`src/rtl/zeroriscy_dbus_pkg.sv`:
```
// Shared types and address map for the zero-riscy data-bus arbiter.
package zeroriscy_dbus_pkg;

  typedef enum logic {
    OWN_CORE = 1'b0,
    OWN_HOST = 1'b1
  } owner_e;

  typedef enum logic [1:0] {
    TGT_SRAM = 2'd0,
    TGT_CON  = 2'd1,
    TGT_NONE = 2'd2
  } tgt_e;

  localparam logic [31:0] MEM_BASE_DEF = 32'h8000_0000;
  localparam int unsigned MEM_AW_DEF   = 16;
  localparam logic [31:0] CON_ADDR_DEF = 32'h9A10_0000;

  localparam logic [31:0] TOHOST0 = 32'h8000_1000;
  localparam logic [31:0] TOHOST1 = 32'h8000_3000;
  localparam logic [31:0] TOHOST2 = 32'h8017_FFFC;

  localparam logic [3:0] BE_FULL = 4'hF;

  // True when the byte address is one of the snooped tohost mailboxes.
  function automatic logic is_tohost_addr(input logic [31:0] addr);
    return (addr == TOHOST0) || (addr == TOHOST1) || (addr == TOHOST2);
  endfunction

endpackage

```
`src/rtl/zeroriscy_dbus_decode.sv`:
```
// Address decoder for the winning data-bus request: target select,
// SRAM word address and tohost-write detection. Purely combinational.
module zeroriscy_dbus_decode
  import zeroriscy_dbus_pkg::*;
#(
  parameter logic [31:0] MEM_BASE = MEM_BASE_DEF,
  parameter int unsigned MEM_AW   = MEM_AW_DEF,
  parameter logic [31:0] CON_ADDR = CON_ADDR_DEF
) (
  input  logic [31:0]       addr_i,
  input  logic              we_i,
  input  logic [3:0]        be_i,
  input  logic [31:0]       wdata_i,
  output tgt_e              tgt_o,
  output logic [MEM_AW-1:0] wordAddr_o,
  output logic              isTohost_o
);

  logic [32:0] addrExt;
  logic [32:0] baseExt;
  logic [32:0] limitExt;
  logic [31:0] offset;
  logic        inWindow;

  // Classify the address; the window compare uses 33 bits so a window ending at 4 GiB cannot wrap.
  always_comb begin
    addrExt    = {1'b0, addr_i};
    baseExt    = {1'b0, MEM_BASE};
    limitExt   = baseExt + (33'd4 << MEM_AW);
    inWindow   = (addrExt >= baseExt) && (addrExt < limitExt);
    offset     = addr_i - MEM_BASE;
    tgt_o      = TGT_NONE;
    wordAddr_o = '0;
    isTohost_o = 1'b0;
    if (inWindow) begin
      tgt_o      = TGT_SRAM;
      wordAddr_o = MEM_AW'(offset >> 2);
      isTohost_o = we_i && (be_i == BE_FULL) && (wdata_i != 32'h0) && is_tohost_addr(addr_i);
    end else if (addr_i == CON_ADDR) begin
      tgt_o = TGT_CON;
    end
  end

endmodule

```
`src/rtl/zeroriscy_dbus_arbiter.sv`:
```
// Data-bus arbiter between the zero-riscy LSU and a host loader/debug master.
// Routes the granted request to SRAM, the console byte port, or flags it
// unmapped, and snoops tohost writes.
// Build option: define ZRS_DBUS_RR_ARB_EN for round-robin arbitration;
// otherwise the core has fixed priority on conflicts.
module zeroriscy_dbus_arbiter
  import zeroriscy_dbus_pkg::*;
#(
  parameter logic [31:0] MEM_BASE = MEM_BASE_DEF,
  parameter int unsigned MEM_AW   = MEM_AW_DEF,
  parameter logic [31:0] CON_ADDR = CON_ADDR_DEF
) (
  input  logic              clk,
  input  logic              reset,
  input  logic              core_req_i,
  input  logic              core_we_i,
  input  logic [3:0]        core_be_i,
  input  logic [31:0]       core_addr_i,
  input  logic [31:0]       core_wdata_i,
  output logic              core_gnt_o,
  output logic              core_rvalid_o,
  output logic [31:0]       core_rdata_o,
  output logic              core_err_o,
  input  logic              host_req_i,
  input  logic              host_we_i,
  input  logic [3:0]        host_be_i,
  input  logic [31:0]       host_addr_i,
  input  logic [31:0]       host_wdata_i,
  output logic              host_gnt_o,
  output logic              host_rvalid_o,
  output logic [31:0]       host_rdata_o,
  output logic              host_err_o,
  output logic              mem_req_o,
  output logic              mem_we_o,
  output logic [3:0]        mem_be_o,
  output logic [MEM_AW-1:0] mem_addr_o,
  output logic [31:0]       mem_wdata_o,
  input  logic [31:0]       mem_rdata_i,
  output logic              tohost_valid_o,
  output logic [31:0]       tohost_data_o,
  output logic              console_valid_o,
  output logic [7:0]        console_char_o
);

  logic              grantCore;
  logic              grantHost;
  logic              grantAny;

  logic              selWe;
  logic [3:0]        selBe;
  logic [31:0]       selAddr;
  logic [31:0]       selWdata;

  tgt_e              decTgt;
  logic [MEM_AW-1:0] decWordAddr;
  logic              decTohost;

  logic              valid_q,       valid_d;
  owner_e            owner_q,       owner_d;
  tgt_e              tgt_q,         tgt_d;
  logic              we_q,          we_d;
  logic              tohostPulse_q, tohostPulse_d;
  logic [31:0]       tohostData_q,  tohostData_d;
  logic              conPulse_q,    conPulse_d;
  logic [7:0]        conChar_q,     conChar_d;
  logic [31:0]       respData;

`ifdef ZRS_DBUS_RR_ARB_EN
  owner_e            prio_q, prio_d;

  // Arbitrate: a lone requester always wins; on a conflict the requester holding priority wins.
  always_comb begin
    grantCore = 1'b0;
    grantHost = 1'b0;
    if (!reset) begin
      if (core_req_i && host_req_i) begin
        if (prio_q == OWN_HOST) grantHost = 1'b1;
        else                    grantCore = 1'b1;
      end else if (core_req_i) begin
        grantCore = 1'b1;
      end else if (host_req_i) begin
        grantHost = 1'b1;
      end
    end
  end

  // Priority passes to whichever requester was not just granted.
  always_comb begin
    prio_d = prio_q;
    if (grantCore)      prio_d = OWN_HOST;
    else if (grantHost) prio_d = OWN_CORE;
  end

  // Round-robin priority register; the core starts out with priority.
  always_ff @(posedge clk or posedge reset) begin
    if (reset) prio_q <= OWN_CORE;
    else       prio_q <= prio_d;
  end
`else
  // Arbitrate: a lone requester always wins; on a conflict the core always wins.
  always_comb begin
    grantCore = 1'b0;
    grantHost = 1'b0;
    if (!reset) begin
      if (core_req_i)      grantCore = 1'b1;
      else if (host_req_i) grantHost = 1'b1;
    end
  end
`endif

  // Steer the winning request onto the shared decoder and SRAM port.
  always_comb begin
    grantAny = grantCore || grantHost;
    selWe    = grantHost ? host_we_i    : core_we_i;
    selBe    = grantHost ? host_be_i    : core_be_i;
    selAddr  = grantHost ? host_addr_i  : core_addr_i;
    selWdata = grantHost ? host_wdata_i : core_wdata_i;
  end

  zeroriscy_dbus_decode #(
    .MEM_BASE (MEM_BASE),
    .MEM_AW   (MEM_AW),
    .CON_ADDR (CON_ADDR)
  ) u_decode (
    .addr_i     (selAddr),
    .we_i       (selWe),
    .be_i       (selBe),
    .wdata_i    (selWdata),
    .tgt_o      (decTgt),
    .wordAddr_o (decWordAddr),
    .isTohost_o (decTohost)
  );

  // Grant-cycle outputs: SRAM strobe only for SRAM targets, idle fields held at zero.
  always_comb begin
    core_gnt_o  = grantCore;
    host_gnt_o  = grantHost;
    mem_req_o   = grantAny && (decTgt == TGT_SRAM);
    mem_we_o    = mem_req_o && selWe;
    mem_be_o    = mem_req_o ? selBe       : 4'h0;
    mem_addr_o  = mem_req_o ? decWordAddr : '0;
    mem_wdata_o = mem_req_o ? selWdata    : 32'h0;
  end

  // Next state for the single outstanding response and the snoop side-channels.
  always_comb begin
    valid_d       = grantAny;
    owner_d       = grantHost ? OWN_HOST : OWN_CORE;
    tgt_d         = grantAny ? decTgt : TGT_NONE;
    we_d          = grantAny && selWe;
    tohostPulse_d = grantAny && decTohost;
    tohostData_d  = tohostData_q;
    conPulse_d    = grantAny && (decTgt == TGT_CON) && selWe;
    conChar_d     = conChar_q;
    if (tohostPulse_d) tohostData_d = selWdata;
    if (conPulse_d)    conChar_d    = selWdata[7:0];
  end

  // Response and snoop registers; reset discards any pending response and pulses.
  always_ff @(posedge clk or posedge reset) begin
    if (reset) begin
      valid_q       <= 1'b0;
      owner_q       <= OWN_CORE;
      tgt_q         <= TGT_NONE;
      we_q          <= 1'b0;
      tohostPulse_q <= 1'b0;
      tohostData_q  <= 32'h0;
      conPulse_q    <= 1'b0;
      conChar_q     <= 8'h0;
    end else begin
      valid_q       <= valid_d;
      owner_q       <= owner_d;
      tgt_q         <= tgt_d;
      we_q          <= we_d;
      tohostPulse_q <= tohostPulse_d;
      tohostData_q  <= tohostData_d;
      conPulse_q    <= conPulse_d;
      conChar_q     <= conChar_d;
    end
  end

  // Route the response to its owner; only SRAM reads carry data back.
  always_comb begin
    respData        = (tgt_q == TGT_SRAM && !we_q) ? mem_rdata_i : 32'h0;
    core_rvalid_o   = valid_q && (owner_q == OWN_CORE);
    host_rvalid_o   = valid_q && (owner_q == OWN_HOST);
    core_rdata_o    = core_rvalid_o ? respData : 32'h0;
    host_rdata_o    = host_rvalid_o ? respData : 32'h0;
    core_err_o      = core_rvalid_o && (tgt_q == TGT_NONE);
    host_err_o      = host_rvalid_o && (tgt_q == TGT_NONE);
    tohost_valid_o  = tohostPulse_q;
    tohost_data_o   = tohostData_q;
    console_valid_o = conPulse_q;
    console_char_o  = conChar_q;
  end

endmodule

```
`config.mk`:
```
export PLATFORM = sky130hd
export DESIGN_NAME = zeroriscy_dbus_arbiter
export DESIGN_NICKNAME = d
export VERILOG_FILES = /design/src/rtl/zeroriscy_dbus_pkg.sv /design/src/rtl/zeroriscy_dbus_decode.sv /design/src/rtl/zeroriscy_dbus_arbiter.sv
export SDC_FILE = /design/constraint.sdc
export NUM_CORES = 1
export LEC_CHECK = 0
export ABC_AREA = 1
export BUFFER_PORTS_ARGS = -buffer_cell sky130_fd_sc_hd__buf_2
export CAP_MARGIN = 20
export CELL_PAD_IN_SITES_DETAIL_PLACEMENT = 1
export CELL_PAD_IN_SITES_GLOBAL_PLACEMENT = 2
export CORE_UTILIZATION = 16
export CTS_CLUSTER_SIZE = 25
export DETAILED_ROUTE_END_ITERATION = 8
export GPL_ROUTABILITY_DRIVEN = 0
export PLACE_DENSITY_LB_ADDON = 0.15
export SLEW_MARGIN = 20
export SYNTH_ARGS = -nofsm -noshare
export SYNTH_HDL_FRONTEND = slang
export SYNTH_SLANG_ARGS = --single-unit
```
`constraint.sdc`:
```
create_clock -name clk -period 3.1 [get_ports clk]
set_clock_uncertainty 0.2 [all_clocks]
set_input_delay 0.465 -clock clk [delete_from_list [all_inputs] [get_ports clk]]
set_output_delay 0.465 -clock clk [all_outputs]
set_load 0.01 [all_outputs]
```
==> summary.md <==
| Metric | Value |
|---|---|
| Outcome | complete, no violations |
| Core area | between 20000 and 30000 um2 |
| Routed Antenna Nets | 0 |
| GRT overflow | 0 |
| Slew @ Worst Pin | 690 ps |
| Setup WS pre-CTS | -43.3 ps |
| Root Buffer | clkbuf_16 |
| Worst skew pair latency | roughly 290 ps |
| Hpwl dp | about 19000 um |
| Ys async rst share | between 90% and 100% |
| Final Setup Violations | 0 |
| Synth top area cells | dfrtp_1, nand2_1, inv_1 |
| Crit-path max FO | 16 |
| Syn Area/Cell | approximately 5.6 um2 |
| Clock Path Buffers | 2 |
| Critical path class | in2out |
| Post-synth EDFFs | 0 |
| GRT Overall Usage | between 10% and 20% |
| Maxcap violations | 0 |
| WL/cell | between 15 and 20 um |
| Io pins | 340 |
| Synth Register Bits | 47 |
| # hold bufs at CTS | 0 |
| Cell with the most instances after synthesis | nand2_1 |
| Peak Freq | ~0.34 GHz |
| Critical Path RT | approximately 2400 ps |
| Sequential cell area fraction in the yosys report | around a quarter |
| Synth Warn # | 0 |
| CP dominant cell by count | buf_2 |
| Count of cell types in the netlist | 29 |
| Nets | 1319 |
| Main synth FF type | dfrtp_1 |
| Final Max Slew Viols | 0 |
| Ant. Diodes | 0 |
| Final Util | between 20% and 30% |
| Initial Utilization | between 15 and 20% |
| Syn Nets | 964 |
| Yosys top cell area share | 25.9% |
| Crit start category | primary input |
| Layout cells sized above 1 | between 30% and 40% |
| Number of global-route vias before repair | ~6000 |
| CP peak stage delay | 240 ps |
| Final Critical Period | around 3000 ps |
| First-pass GRT wire length | 34900 um |
| Router iterations before antenna repair | 4 |
| Hold WS | approximately 250 ps |
| Crit share post-route | a little over nine tenths |
| Clk sinks | 47 |
| Synth top cells by count | nand2_1, inv_1, nor2_1, nor3_1, nand4_1 |
| H-tree levels | 2 |
| Initial DRC Count | 210 |
| Setup TNS | 0 ps |
| Max VDD drop | 173 uV |
| Slowest-stage cell, CP | nor3b_2 |
| Setup WS post-layout | 122 ps |
| Fill count | between 3000 and 4000 |
| CTS buffer count | 5 |
| Placed Instances | 1503 |
| DR vias/cell | around 4 |
| Largest net degree at the start of global routing | 65 |
| Horiz. Die Dim | about 170 um |
| Initial antenna violation count | 1 |
| Die extent in y | ~170 um |
| Routed wire length | roughly 24000 um |
| CTS tree | built |
| Die area | about 28000 um2 |
| Worst R2R Start | tohost_data_o[1]$_DFFE_PP0P_ |
| Crit-path cells | buf_2 -> inv_4 -> nand3_2 -> buf_4 -> nand2_1 -> o21ai_1 -> nand3_1 -> nor3b_2 -> nand4_1 -> buf_6 -> buf_12 -> nor2_1 -> buf_2 |
| Crit path DAT | 2310 ps |
| Final Hold Fails | 0 |
| Worst-path clk slew | ~70 ps |
| Static leakage | around 4.4 nW |
| Row Count | 60 |
| Synth Instances | about 800 |
| DR DRC count | 0 |
| Layout Cells excl Fill | roughly 1500 |
| Slew headroom | between 50% and 60% |
| Cell taking the most area after synthesis | dfrtp_1 |
| Crit end category | output port |
| Hold Crit Class | in2async |
| Via Count | about 6100 |
| Count of input and output buffers | approximately 340 |
| Power per cell area | ~240 nW/um2 |
| CP startpoint | reset |
| Area growth from synthesis to layout | 60.0% |
| Synthesized cell area | roughly 4400 um2 |
==> cell type report <==
| cell class | count | area (um2) | area share [%] |
|---|---|---|---|
| flip-flops and latches | 47 | 1180 | 16.5 |
| clock buffers | 5 | 125 | 1.76 |
| repair buffers | 393 | 2210 | 31.1 |
| clock inverters | 3 | 46.3 | 0.651 |
| inverters | 182 | 688 | 9.67 |
| multi-input cells | 516 | 2400 | 33.7 |
| well taps | 372 | 465 | 6.54 |
==> layout by cell type (no fill, tap or decap), types with 3 or more instances in the layout <==
cell and instances:
nor2_4 3, o21ai_1 27, buf_2 339, or2_2 6, o21ai_0 4, nand3_1 15
clkbuf_16 6, buf_12 7, dfrtp_1 46, a21oi_1 4, buf_4 44, inv_1 177
nand2_1 220, nor2_1 88, nor2_2 4, nor3_1 70, nand3b_1 18, nand4_1 47
==> power by group <==
group	switching [mW]	internal (mW)
logic	0.252	0.184
registers	0.00101	0.615
clock network	0.276	0.385
total	0.528	1.18
==> final timing paths <==
kind / end / slack [ps] / depth (start not counted)
worst min-delay path: tohost_data_o[16]$_DFFE_PP0P_ / 250 / 3
max in group asynchronous: tohost_valid_o$_DFF_PP0_ / 1950 / 3
min in group clk: console_char_o[1]$_DFFE_PP0P_ / 270 / 2
worst max register to register: tohost_data_o[1]$_DFFE_PP0P_ / 2210 / 4
worst min register to register: console_char_o[1]$_DFFE_PP0P_ / 270 / 2
worst max-delay path: mem_wdata_o[31] / 120 / 13
==> worst max-delay path: cells and delay by family <==
kind                   cells  cell delay, ps
buffers and inverters      6             860
and+or+nand+nor            6             870
AOI/OAI and AO/OA          1             110
==> sequential cells by signal, indices dropped and copies added (netlist names) <==
register / cells
tohost_data_o: 32
tgt_q: 2
valid_q: 1
console_valid_o: 1
owner_q: 1
console_char_o: 8
tohost_valid_o: 1
we_q: 1
==> what timing repair did <==
action,4_1_cts,5_1_grt
endpoints found under the setup margin,28,52
pin swaps,1,2
setup buffers,3,2
gates resized for setup,0,9
cloned,0,2
==> per-stage QoR <==
step	total power [mW]	instance area, um2
after floorplan	0.824	4450
after global placement	1.07	6840
after detailed placement	1.07	6840
after CTS	1.76	7030
after global routing	1.82	7120
final	1.71	7120
==> metal layers <==
layer / track usage [%] / part of all wire [%] / vias to the layer above
met2: 28.5 / 50 / 169
met3: 2.31 / 4.4 / 14
met1: 20.2 / 45 / 2780
met5: 0 / 0 / -
met4: 2.57 / 0.96 / 0
li1: - / - / 3120
==> logic make-up after synthesis <==
| logic type | count (synthesis) | synth area share, % |
|---|---|---|
| AOI/OAI and AO/OA | 35 | 3.94 |
| and+or+nand+nor | 480 | 49.2 |
| buffers and inverters | 228 | 20.4 |
| DFF | 47 | 26.5 |
(Power assumes the default switching activity.)
